[src/rtl/csr_pkg.sv]
// rtl/csr_pkg.sv - CSR addresses, cause codes, write masks and shared types
package csr_pkg;

  localparam logic [11:0] CSR_MSTATUS  = 12'h300;
  localparam logic [11:0] CSR_MIE      = 12'h304;
  localparam logic [11:0] CSR_MTVEC    = 12'h305;
  localparam logic [11:0] CSR_MSCRATCH = 12'h340;
  localparam logic [11:0] CSR_MEPC     = 12'h341;
  localparam logic [11:0] CSR_MCAUSE   = 12'h342;
  localparam logic [11:0] CSR_MTVAL    = 12'h343;
  localparam logic [11:0] CSR_MIP      = 12'h344;
  localparam logic [11:0] CSR_MCYCLE   = 12'hB00;
  localparam logic [11:0] CSR_MINSTRET = 12'hB02;
  localparam logic [11:0] CSR_MHARTID  = 12'hF14;

  localparam logic [3:0] CAUSE_ILLEGAL_INSTR = 4'd2;
  localparam logic [3:0] CAUSE_ECALL_U       = 4'd8;
  localparam logic [3:0] CAUSE_ECALL_M       = 4'd11;
  localparam logic [3:0] IRQ_SOFT            = 4'd3;
  localparam logic [3:0] IRQ_TIMER           = 4'd7;
  localparam logic [3:0] IRQ_EXT             = 4'd11;

  localparam logic [12:0] MSTATUS_WMASK = 13'h1888;
  localparam logic [11:0] MIE_WMASK     = 12'h888;
  localparam logic [11:0] IRQ_MASK      = 12'h888;

  localparam int MSTATUS_MIE  = 3;
  localparam int MSTATUS_MPIE = 7;
  localparam int MSTATUS_MPP  = 11;

  typedef enum logic [1:0] {
    CSR_OP_NONE = 2'd0,
    CSR_OP_RW   = 2'd1,
    CSR_OP_RS   = 2'd2,
    CSR_OP_RC   = 2'd3
  } csr_op_t;

  typedef enum logic [1:0] {
    MODE_U = 2'b00,
    MODE_M = 2'b11
  } mode_t;

endpackage

[src/rtl/csr_unit_m_if.sv]
// rtl/csr_unit_m_if.sv - commit/CSR/trap bus between the core writeback stage and the CSR unit
interface csr_unit_m_if #(
  parameter int XLEN    = 64,
  parameter int CAUSE_W = 6
);
  logic              commit_valid;
  logic [XLEN-1:0]   commit_pc;
  logic [1:0]        csr_op;
  logic [11:0]       csr_addr;
  logic [XLEN-1:0]   csr_wdata;
  logic [XLEN-1:0]   csr_rdata;
  logic              illegal_csr;
  logic              exc_valid;
  logic [CAUSE_W-1:0] exc_code;
  logic [XLEN-1:0]   exc_tval;
  logic              ecall;
  logic              mret;
  logic              irq_timer;
  logic              irq_soft;
  logic              irq_ext;
  logic              int_pending;
  logic              int_accept;
  logic              redirect_valid;
  logic [XLEN-1:0]   redirect_pc;
  logic [1:0]        pmode;

  modport master (
    output commit_valid, commit_pc, csr_op, csr_addr, csr_wdata,
           exc_valid, exc_code, exc_tval, ecall, mret,
           irq_timer, irq_soft, irq_ext, int_accept,
    input  csr_rdata, illegal_csr, int_pending, redirect_valid, redirect_pc, pmode
  );

  modport slave (
    input  commit_valid, commit_pc, csr_op, csr_addr, csr_wdata,
           exc_valid, exc_code, exc_tval, ecall, mret,
           irq_timer, irq_soft, irq_ext, int_accept,
    output csr_rdata, illegal_csr, int_pending, redirect_valid, redirect_pc, pmode
  );
endinterface

[src/rtl/csr_irq_arbiter.sv]
// rtl/csr_irq_arbiter.sv - picks the winning enabled interrupt (ext > soft > timer)
module csr_irq_arbiter
  import csr_pkg::*;
(
  input  logic [11:0] mip_i,
  input  logic [11:0] mie_i,
  input  logic        mstatus_mie_i,
  input  mode_t       pmode_i,
  output logic        int_pending_o,
  output logic [3:0]  int_code_o
);

  logic [11:0] pend;

  assign pend          = mip_i & mie_i & IRQ_MASK;
  // U-mode code is always interruptible by M-mode interrupts
  assign int_pending_o = (|pend) && (pmode_i == MODE_U || mstatus_mie_i);

  always_comb begin
    int_code_o = 4'd0;
    if (pend[11])     int_code_o = IRQ_EXT;
    else if (pend[3]) int_code_o = IRQ_SOFT;
    else if (pend[7]) int_code_o = IRQ_TIMER;
  end

endmodule

[src/rtl/csr_unit_m.sv]
// rtl/csr_unit_m.sv - M/U CSR file with trap entry, mret and registered fetch redirect
// Optional vectored interrupt dispatch through mtvec.MODE: CSR_VECTORED_TRAP_EN
module csr_unit_m
  import csr_pkg::*;
#(
  parameter int          XLEN    = 64,
  parameter int unsigned HARTID  = 0,
  parameter int          CAUSE_W = 6
) (
  input logic        clk_i,
  input logic        rst_i,
  csr_unit_m_if.slave bus
);

  logic [XLEN-1:0] mstatus_q, mstatus_d, mie_q, mie_d, mtvec_q, mtvec_d;
  logic [XLEN-1:0] mscratch_q, mscratch_d, mepc_q, mepc_d, mcause_q, mcause_d;
  logic [XLEN-1:0] mtval_q, mtval_d, mcycle_q, mcycle_d, minstret_q, minstret_d;
  logic [XLEN-1:0] redirect_pc_q, redirect_pc_d;
  logic [11:0]     mip_q, mip_d;
  mode_t           pmode_q, pmode_d;
  logic            redirect_valid_q, redirect_valid_d;

  csr_op_t         op;
  logic [XLEN-1:0] rdata, wval, mstatus_new, trap_pc;
  logic            hit, writes, illegal, int_pending;
  logic [3:0]      int_code;
  logic            take_int, take_exc, take_ecall, mret_ev, mret_u, trap, csr_we;

  assign op = csr_op_t'(bus.csr_op);

  csr_irq_arbiter u_arb (
    .mip_i         (mip_q),
    .mie_i         (mie_q[11:0]),
    .mstatus_mie_i (mstatus_q[MSTATUS_MIE]),
    .pmode_i       (pmode_q),
    .int_pending_o (int_pending),
    .int_code_o    (int_code)
  );

  always_comb begin
    rdata = '0;
    hit   = 1'b1;
    case (bus.csr_addr)
      CSR_MSTATUS:  rdata = mstatus_q;
      CSR_MIE:      rdata = mie_q;
      CSR_MTVEC:    rdata = mtvec_q;
      CSR_MSCRATCH: rdata = mscratch_q;
      CSR_MEPC:     rdata = mepc_q;
      CSR_MCAUSE:   rdata = mcause_q;
      CSR_MTVAL:    rdata = mtval_q;
      CSR_MIP:      rdata = XLEN'(mip_q);
      CSR_MCYCLE:   rdata = mcycle_q;
      CSR_MINSTRET: rdata = minstret_q;
      CSR_MHARTID:  rdata = XLEN'(HARTID);
      default:      hit   = 1'b0;
    endcase
  end

  // RS/RC with a zero operand is a pure read, so read-only addresses stay legal
  assign writes  = (op == CSR_OP_RW) || (bus.csr_wdata != '0);
  assign illegal = bus.commit_valid && (op != CSR_OP_NONE) &&
                   (!hit || (writes && bus.csr_addr[11:10] == 2'b11) || pmode_q == MODE_U);

  always_comb begin
    case (op)
      CSR_OP_RW: wval = bus.csr_wdata;
      CSR_OP_RS: wval = rdata | bus.csr_wdata;
      CSR_OP_RC: wval = rdata & ~bus.csr_wdata;
      default:   wval = rdata;
    endcase
    mstatus_new = (mstatus_q & ~XLEN'(MSTATUS_WMASK)) | (wval & XLEN'(MSTATUS_WMASK));
    if (mstatus_new[12:11] == 2'b01 || mstatus_new[12:11] == 2'b10)
      mstatus_new[12:11] = 2'b00;
  end

  assign take_int   = bus.int_accept;
  assign take_exc   = !take_int && bus.commit_valid && bus.exc_valid;
  assign take_ecall = !take_int && !take_exc && bus.commit_valid && bus.ecall;
  assign mret_ev    = !take_int && !take_exc && !take_ecall && bus.commit_valid && bus.mret;
  assign mret_u     = mret_ev && (pmode_q == MODE_U);
  assign trap       = take_int || take_exc || take_ecall || mret_u;
  assign csr_we     = !trap && !mret_ev && bus.commit_valid && (op != CSR_OP_NONE) &&
                      !illegal && writes;

  always_comb begin
    trap_pc = {mtvec_q[XLEN-1:2], 2'b00};
`ifdef CSR_VECTORED_TRAP_EN
    if (take_int && mtvec_q[0])
      trap_pc = trap_pc + XLEN'({int_code, 2'b00});
`endif
  end

  always_comb begin
    mstatus_d        = mstatus_q;
    mie_d            = mie_q;
    mtvec_d          = mtvec_q;
    mscratch_d       = mscratch_q;
    mepc_d           = mepc_q;
    mcause_d         = mcause_q;
    mtval_d          = mtval_q;
    pmode_d          = pmode_q;
    mip_d            = 12'd0;
    mip_d[11]        = bus.irq_ext;
    mip_d[3]         = bus.irq_soft;
    mip_d[7]         = bus.irq_timer;
    mcycle_d         = mcycle_q + 1'b1;
    minstret_d       = minstret_q + XLEN'(bus.commit_valid && !trap && !illegal);
    redirect_valid_d = 1'b0;
    redirect_pc_d    = redirect_pc_q;

    if (trap) begin
      mepc_d = {bus.commit_pc[XLEN-1:2], 2'b00};
      if (take_int)        mcause_d = {1'b1, {(XLEN-5){1'b0}}, int_code};
      else if (take_exc)   mcause_d = XLEN'(bus.exc_code);
      else if (take_ecall) mcause_d = XLEN'((pmode_q == MODE_U) ? CAUSE_ECALL_U : CAUSE_ECALL_M);
      else                 mcause_d = XLEN'(CAUSE_ILLEGAL_INSTR);
      mtval_d = take_exc ? bus.exc_tval : '0;
      mstatus_d[MSTATUS_MPIE]                = mstatus_q[MSTATUS_MIE];
      mstatus_d[MSTATUS_MIE]                 = 1'b0;
      mstatus_d[MSTATUS_MPP+1:MSTATUS_MPP]   = pmode_q;
      pmode_d          = MODE_M;
      redirect_valid_d = 1'b1;
      redirect_pc_d    = trap_pc;
    end else if (mret_ev) begin
      mstatus_d[MSTATUS_MIE]                 = mstatus_q[MSTATUS_MPIE];
      mstatus_d[MSTATUS_MPIE]                = 1'b1;
      mstatus_d[MSTATUS_MPP+1:MSTATUS_MPP]   = 2'b00;
      pmode_d          = mode_t'(mstatus_q[MSTATUS_MPP+1:MSTATUS_MPP]);
      redirect_valid_d = 1'b1;
      redirect_pc_d    = mepc_q;
    end else if (csr_we) begin
      case (bus.csr_addr)
        CSR_MSTATUS:  mstatus_d  = mstatus_new;
        CSR_MIE:      mie_d      = wval & XLEN'(MIE_WMASK);
`ifdef CSR_VECTORED_TRAP_EN
        CSR_MTVEC:    mtvec_d    = {wval[XLEN-1:2], 1'b0, wval[0]};
`else
        CSR_MTVEC:    mtvec_d    = {wval[XLEN-1:2], 2'b00};
`endif
        CSR_MSCRATCH: mscratch_d = wval;
        CSR_MEPC:     mepc_d     = {wval[XLEN-1:2], 2'b00};
        CSR_MCAUSE:   mcause_d   = wval;
        CSR_MTVAL:    mtval_d    = wval;
        CSR_MCYCLE:   mcycle_d   = wval;
        CSR_MINSTRET: minstret_d = wval;
        default:      ;
      endcase
    end
  end

  always_ff @(posedge clk_i) begin
    if (rst_i) begin
      mstatus_q        <= '0;
      mie_q            <= '0;
      mtvec_q          <= '0;
      mscratch_q       <= '0;
      mepc_q           <= '0;
      mcause_q         <= '0;
      mtval_q          <= '0;
      mcycle_q         <= '0;
      minstret_q       <= '0;
      mip_q            <= '0;
      pmode_q          <= MODE_M;
      redirect_valid_q <= 1'b0;
      redirect_pc_q    <= '0;
    end else begin
      mstatus_q        <= mstatus_d;
      mie_q            <= mie_d;
      mtvec_q          <= mtvec_d;
      mscratch_q       <= mscratch_d;
      mepc_q           <= mepc_d;
      mcause_q         <= mcause_d;
      mtval_q          <= mtval_d;
      mcycle_q         <= mcycle_d;
      minstret_q       <= minstret_d;
      mip_q            <= mip_d;
      pmode_q          <= pmode_d;
      redirect_valid_q <= redirect_valid_d;
      redirect_pc_q    <= redirect_pc_d;
    end
  end

  assign bus.csr_rdata      = rdata;
  assign bus.illegal_csr    = illegal;
  assign bus.int_pending    = int_pending;
  assign bus.redirect_valid = redirect_valid_q;
  assign bus.redirect_pc    = redirect_pc_q;
  assign bus.pmode          = pmode_q;

endmodule

[src/flat_wrapper.sv]
// flat-port wrapper written by rule: the top's interface ports become plain ports
module csr_unit_m_flat import csr_pkg::*;
#(
  parameter int          XLEN    = 64,
  parameter int unsigned HARTID  = 0,
  parameter int          CAUSE_W = 6
)
  (clk_i, rst_i, bus_commit_valid, bus_commit_pc, bus_csr_op, bus_csr_addr, bus_csr_wdata, bus_exc_valid, bus_exc_code, bus_exc_tval, bus_ecall, bus_mret, bus_irq_timer, bus_irq_soft, bus_irq_ext, bus_int_accept, bus_csr_rdata, bus_illegal_csr, bus_int_pending, bus_redirect_valid, bus_redirect_pc, bus_pmode);
  csr_unit_m_if #(.XLEN(XLEN), .CAUSE_W(CAUSE_W)) bus_i ();
  input logic clk_i;
  input logic rst_i;
  input wire logic [$bits(bus_i.commit_valid)-1:0] bus_commit_valid;
  input wire logic [$bits(bus_i.commit_pc)-1:0] bus_commit_pc;
  input wire logic [$bits(bus_i.csr_op)-1:0] bus_csr_op;
  input wire logic [$bits(bus_i.csr_addr)-1:0] bus_csr_addr;
  input wire logic [$bits(bus_i.csr_wdata)-1:0] bus_csr_wdata;
  input wire logic [$bits(bus_i.exc_valid)-1:0] bus_exc_valid;
  input wire logic [$bits(bus_i.exc_code)-1:0] bus_exc_code;
  input wire logic [$bits(bus_i.exc_tval)-1:0] bus_exc_tval;
  input wire logic [$bits(bus_i.ecall)-1:0] bus_ecall;
  input wire logic [$bits(bus_i.mret)-1:0] bus_mret;
  input wire logic [$bits(bus_i.irq_timer)-1:0] bus_irq_timer;
  input wire logic [$bits(bus_i.irq_soft)-1:0] bus_irq_soft;
  input wire logic [$bits(bus_i.irq_ext)-1:0] bus_irq_ext;
  input wire logic [$bits(bus_i.int_accept)-1:0] bus_int_accept;
  output wire logic [$bits(bus_i.csr_rdata)-1:0] bus_csr_rdata;
  output wire logic [$bits(bus_i.illegal_csr)-1:0] bus_illegal_csr;
  output wire logic [$bits(bus_i.int_pending)-1:0] bus_int_pending;
  output wire logic [$bits(bus_i.redirect_valid)-1:0] bus_redirect_valid;
  output wire logic [$bits(bus_i.redirect_pc)-1:0] bus_redirect_pc;
  output wire logic [$bits(bus_i.pmode)-1:0] bus_pmode;
  assign bus_i.commit_valid = bus_commit_valid;
  assign bus_i.commit_pc = bus_commit_pc;
  assign bus_i.csr_op = bus_csr_op;
  assign bus_i.csr_addr = bus_csr_addr;
  assign bus_i.csr_wdata = bus_csr_wdata;
  assign bus_i.exc_valid = bus_exc_valid;
  assign bus_i.exc_code = bus_exc_code;
  assign bus_i.exc_tval = bus_exc_tval;
  assign bus_i.ecall = bus_ecall;
  assign bus_i.mret = bus_mret;
  assign bus_i.irq_timer = bus_irq_timer;
  assign bus_i.irq_soft = bus_irq_soft;
  assign bus_i.irq_ext = bus_irq_ext;
  assign bus_i.int_accept = bus_int_accept;
  assign bus_csr_rdata = bus_i.csr_rdata;
  assign bus_illegal_csr = bus_i.illegal_csr;
  assign bus_int_pending = bus_i.int_pending;
  assign bus_redirect_valid = bus_i.redirect_valid;
  assign bus_redirect_pc = bus_i.redirect_pc;
  assign bus_pmode = bus_i.pmode;
  csr_unit_m #(.XLEN(XLEN), .HARTID(HARTID), .CAUSE_W(CAUSE_W)) u_core (.clk_i(clk_i), .rst_i(rst_i), .bus(bus_i));
endmodule
[config.mk]
export PLATFORM = sky130hd
export DESIGN_NAME = csr_unit_m_flat
export DESIGN_NICKNAME = d
export VERILOG_FILES = /design/src/rtl/csr_pkg.sv /design/src/rtl/csr_unit_m_if.sv /design/src/rtl/csr_irq_arbiter.sv /design/src/rtl/csr_unit_m.sv /design/src/flat_wrapper.sv
export SDC_FILE = /design/constraint.sdc
export NUM_CORES = 1
export LEC_CHECK = 0
export ABC_AREA = 1
export CAP_MARGIN = 25
export CORE_MARGIN = 5
export CORE_UTILIZATION = 30
export DETAILED_ROUTE_END_ITERATION = 7
export PLACE_DENSITY = 0.45
export SYNTH_ARGS = -nofsm -noshare
export SYNTH_HDL_FRONTEND = slang
export SYNTH_SLANG_ARGS = --single-unit
[constraint.sdc]
create_clock -name clk_i -period 6 [get_ports clk_i]
set_input_delay 1.2 -clock clk_i [delete_from_list [all_inputs] [get_ports clk_i]]
set_output_delay 1.2 -clock clk_i [all_outputs]
set_load 0.005 [all_outputs]
Word level (Yosys, flattened, before mapping)
Index checks and enable logic that the tools add are counted.

Input bits: 222. Word-level logic and storage cells: 145. Bits in registers: 588.

Bitwise operators: 7. Multiplexer cells: 43. Equal/unequal tests: 18. Add/sub/neg operators: 2. Reduce and logical (&&, ||, !) cells: 59.

Operator list (count): $mux 64 (26); $pmux 64 s10 (1); $pmux 64 s3 (1); $eq 12x10->1 const B (8); $add 64x1->64 (1); $add 64x1->64 const B (1); $and 64x64->64 (1); $not 64->64 (1); $or 64x13->64 (1); $or 64x64->64 (1); $reduce_bool 64->1 (1); $eq 12x12->1 const B (3); $mux 13 (2); $logic_and 1x1->1 (20); $reduce_and 4->1 (4); $reduce_bool 2->1 (8); $and 12x12->12 (1); $reduce_or 11->1 (1); $reduce_and 3->1 (3); $eq 2x2->1 const B (4); $logic_or 1x1->1 (8); $mux 2 (4); $logic_not 1->1 (7); $mux 1 (6); 10 further kinds (15).

Logic depth before layout (Yosys ltp)
Depth after elaboration: 22. Gate-level depth with buffers: 27. Mapped depth without buffers: 27.

Cells and area by module
From an unflattened synthesis, not the netlist that was laid out.

Cell total of the unflattened synthesis: 4856. Area total of the unflattened synthesis: 29459.5 µm².

By module, submodules not included: csr_unit_m (area each 29385.7 µm², cells an instance 4845, seq. area each 10390.0 µm², instances 1); csr_irq_arbiter (area each 73.8 µm², cells an instance 11, seq. area each 0.0 µm², instances 1).

Worst setup path after synthesis
Ideal clock, no wire load.

Path type: input to register. Start: in bus_exc_valid. End: reg u_core.minstret_q[48]. Buffers on the path: 1. Stages: 25. Data arrival time: 4.230 ns. Setup time: 0.117 ns. Slack: 1.653 ns. Cells stage by stage: nand2_1 -> nor2_2 -> nor2_1 -> o21ai_1 -> nor2_1 -> inv_2 -> nand2_2 -> inv_2 -> clkbuf_1 -> nor3_1 -> ha_1 -> ha_1 -> nand3_1 -> inv_1 -> nand2_1 -> nor2_1 -> inv_1 -> nor2_1 -> nand4_1 -> nor2_1 -> nand4_1 -> nand2_1 -> nand2_1 -> nor2_1 -> nor2_1.

Cells in the longest elaborated chain, start to end: 20.

Ends and longest elaborated chain: from (decl) (line flat_wrapper.sv:17) `input wire logic [$bits(bus_i.exc_valid)-1:0] bus_exc_valid;`; $logic_and 1x1->1 * (line csr_unit_m.sv:77) `assign take_exc = !take_int && bus.commit_valid && bus.exc_valid;`; parallel branches: the longest is 18 deep, another holds $logic_not 1->1; $mux 64 * (line csr_unit_m.sv:111) `if (trap) begin`; to (signal assigned) (line csr_unit_m.sv:175) `minstret_q <= minstret_d;`; to (decl) (line csr_unit_m.sv:17) `logic [XLEN-1:0] mtval_q, mtval_d, mcycle_q, mcycle_d, minstret_q, minstret_d;`.

Every way passes the cells marked *. A chain may end at the register's enable or synchronous reset.

Worst setup path after layout
Start: in bus_csr_addr[0]. End: out bus_csr_rdata[19].

Cells in the longest elaborated chain, start to end: 2.

Ends and longest elaborated chain: from (decl) (line flat_wrapper.sv:15) `input wire logic [$bits(bus_i.csr_addr)-1:0] bus_csr_addr;`; $eq 12x12->1 or $eq 12x10->1 (tied branches) (line csr_unit_m.sv:43) `case (bus.csr_addr)`; $pmux 64 s10 * (line csr_unit_m.sv:43); to (decl) (line flat_wrapper.sv:26) `output wire logic [$bits(bus_i.csr_rdata)-1:0] bus_csr_rdata;`.

Every way passes the cells marked *; elsewhere a longest branch is shown, timed or not.

==> metrics <==
Primary FF master, synth=dfxtp_1; DR WL/cell=28.1 um; number of global-route vias before repair=32500; leading cell type by number of instances after synthesis=nand2_1; share of the synthesized area in the top cell type=0.349; P_sw=0.00273 W; row cnt=115; largest net degree at the start of global routing=190; Final period util=0.932; post-synth cell types=47; Buffers on Ports=350; antenna-violating nets left=0; CTS resizes=0; ordered cell list for the critical path=clkdlybuf4s50_1 -> inv_1 -> nand2_1 -> nor2_2 -> nand3_2 -> buf_4 -> inv_1 -> nand2_1 -> o21ai_0 -> nor2_1 -> nand2_1 -> clkdlybuf4s50_1; crit path DAT=4.39 ns; status=finished, final reports clean; Starting DRT DRC Count=3868; Via Count=34700; Synth Instances=4856; Clock Latency Late Sink=0.67 ns; CTS Buf Count=69; crit start category=input pin; clock root buffer=clkbuf_16; Initial Util=0.303; worst hold path type=flop to flop; Net Sw Frac=0.298; fin cells=6455; global-route wire length before repair=249 mm; Clock Sinks=519; Die Ht=325 um; CTS hold repair buffers=0; critical path launch point=bus_csr_addr[0]; I/O pin total=355; die area=106000 um2; CP dominant cell by count=nand2_1; WL final=181 mm; Final Skew=0.0247 ns; Die Wd=325 um; Static Leak=14.6 nW; RSZ-0062 raised after global routing=no; Slew HR=0.297; Hold Fails Final Rpt=0; register share of total power=0.397; worst r2r src=u_core.bus.pmode[0]; Int Power=0.00643 W; CP max FO=11; Cells after DPL=6331; Post-route DRC=0; crit path capture=bus_csr_rdata[19]; reg-to-reg slack, setup=2.08 ns; nets=5340; area delta synth->final=25.1%; Reg-to-Reg End=u_core.minstret_q[50]; TNS Setup=0 ns; Reg clk slew, reported paths=0.06 ns; H-tree depth reported by CTS=3; Post CTS Setup Buffer Count=0; CP Capture Type=output pin; Total GRT Usage=0.326; IR drop worst, VDD=175 uV; sequential share of the synthesized area=0.349; Core Area=98400 um2; Mapped Area=29800 um2; fin crit period=5.59 ns; FFs w/ async S/R, synth=0; setup ws final=0.407 ns; Max Slew Vio Count=0; via/cell ratio=5.38; power density over cell area=246 nW/um2; Final Setup Violations=0; layout cells sized above 1=0.0577; Post-synth top cells=nand2_1, nor2_1, o21ai_0; Max Root-Sink Buffers=3; CTS tree=built; Max stage delay on crit path=0.52 ns; grt total ovfl=0; Fmax=179 MHz; Detail Placement HPWL=135 mm; EDFF count, synth=0; synth warn=0; routability cong.=0.999; largest area contributor in the netlist=dfxtp_1; worst-margin pin slew=1.05 ns; top post-synthesis cells by area=dfxtp_1, nand2_1, o21ai_0; R2R depth=20; mean post-synth cell area=6.14 um2; initial antenna violation count=12; #FFs+latches synth=519; drt first pass iters=6; Critical Path RT=4.80 ns; post-placement setup slack=0.224 ns; Max Cap Viol=0; clock share of power=0.469; slowest stage cell on the critical path=clkdlybuf4s50_1; crit path kind=input pin to output pin; Comb power frac=0.133
-- power by group through the flow --
| stage | combinational [W] | sequential [W] | clock (W) |
|---|---|---|---|
| after detailed placement | 0.00120 | 0.00371 | 0 |
| final | 0.00122 | 0.00364 | 0.00430 |
| after global routing | 0.00131 | 0.00365 | 0.00447 |
| after CTS | 0.00121 | 0.00364 | 0.00435 |
| after floorplan | 0.000578 | 0.00369 | 0 |
| after global placement | 0.00120 | 0.00371 | 0 |
-- placed cells by master (no fill, tap or decap), types with 3 or more instances in the layout --
master	synthesis	final
a211oi_1	5	5
a21boi_0	6	6
a21oi_1	337	337
a221oi_1	7	7
a31oi_1	17	17
buf_12	0	19
buf_4	5	110
bufinv_16	0	3
clkbuf_1	196	16
clkbuf_16	0	69
clkbuf_8	0	15
clkdlybuf4s50_1	0	349
clkinv_16	0	4
clkinv_2	0	12
clkinv_8	0	3
dfxtp_1	519	519
ha_1	3	3
inv_1	448	446
inv_2	12	13
nand2_1	1167	1162
nand2_2	8	10
nand2_4	3	5
nand3_1	386	385
nand3_2	3	4
nand3b_1	28	28
nand4_1	47	47
nor2_1	728	723
nor2_2	13	13
nor2_4	3	8
nor3_1	82	81
nor4_1	17	17
o2111ai_1	4	4
o211ai_1	4	4
o21ai_0	548	548
o21ai_1	3	3
o22ai_1	32	32
or2_2	4	4
xnor2_1	14	14
xor2_1	102	102
-- cell type report --
class / count / area (um2)
flip-flops and latches: 519 / 10400
fillers: 11100 / 61100
well taps: 1287 / 1610
repair buffers: 478 / 4700
diodes: 2 / 5.00
multi-input cells: 3586 / 16500
inverters: 461 / 1750
clock inverters: 22 / 312
clock buffers: 100 / 1990
-- routing by layer --
metal,share of wire,vias to the layer above,track usage,wire length (um)
met3,0.082,368,0.0699,14900
li1,-,16200,-,-
met2,0.44,1705,0.519,80400
met1,0.41,16500,0.413,74500
met5,0.00043,-,0,77
met4,0.062,12,0.175,11200
-- logic make-up after synthesis --
| logic type | count (synthesis) | synth area share |
|---|---|---|
| muxes | 1 | 0.000336 |
| adders and majority gates | 3 | 0.00126 |
| and+or+nand+nor | 2493 | 0.347 |
| buffers and inverters | 752 | 0.0994 |
| AOI/OAI and AO/OA | 971 | 0.169 |
| other | 1 | 0.000126 |
| xor gates and xnor gates | 116 | 0.0341 |
| DFF | 519 | 0.349 |
-- state kept, by name, indices dropped and copies added (netlist names), 2 cells and up --
name and count:
u_core.mstatus_q 4, u_core.mtval_q 64, u_core.mip_q 3, u_core.mcause_q 64, u_core.bus.pmode 2, u_core.bus.redirect_pc 62
u_core.mepc_q 62, u_core.mcycle_q 64, u_core.minstret_q 64, u_core.mtvec_q 62, u_core.mie_q 3, u_core.mscratch_q 64
-- critical path, delay by kind of cell --
family / cells / cell delay (ns)
AOI/OAI and AO/OA: 1 / 0.25
buffers and inverters: 5 / 1.89
and+or+nand+nor: 6 / 1.03
-- stage by stage --
step / utilization / hold slack [ns] / total power [W] / area, um2
finish: 0.379 / 0.446 / 0.00916 / 37300
global route: 0.379 / 0.465 / 0.00943 / 37300
CTS: 0.379 / 0.447 / 0.00919 / 37300
detailed placement: 0.355 / 0.438 / 0.00492 / 35000
global placement: 0.355 / 0.433 / 0.00491 / 35000
floorplan: - / 0.424 / 0.00427 / 29800
-- how the worst min path moves through the flow --
stage / endpoint / start / depth (start not counted) / slack (ns)
2_1_floorplan: u_core.mscratch_q[0] / u_core.mscratch_q[0] / 2 / 0.42
6_report: u_core.mscratch_q[47] / u_core.mscratch_q[47] / 2 / 0.45
4_1_cts: u_core.mscratch_q[0] / u_core.mscratch_q[0] / 2 / 0.45
5_1_grt: u_core.mscratch_q[63] / u_core.mscratch_q[63] / 2 / 0.47
3_5_place_dp: u_core.mscratch_q[0] / u_core.mscratch_q[0] / 2 / 0.44
3_3_place_gp: u_core.mscratch_q[44] / u_core.mscratch_q[44] / 2 / 0.43
(Power assumes the default switching activity.)
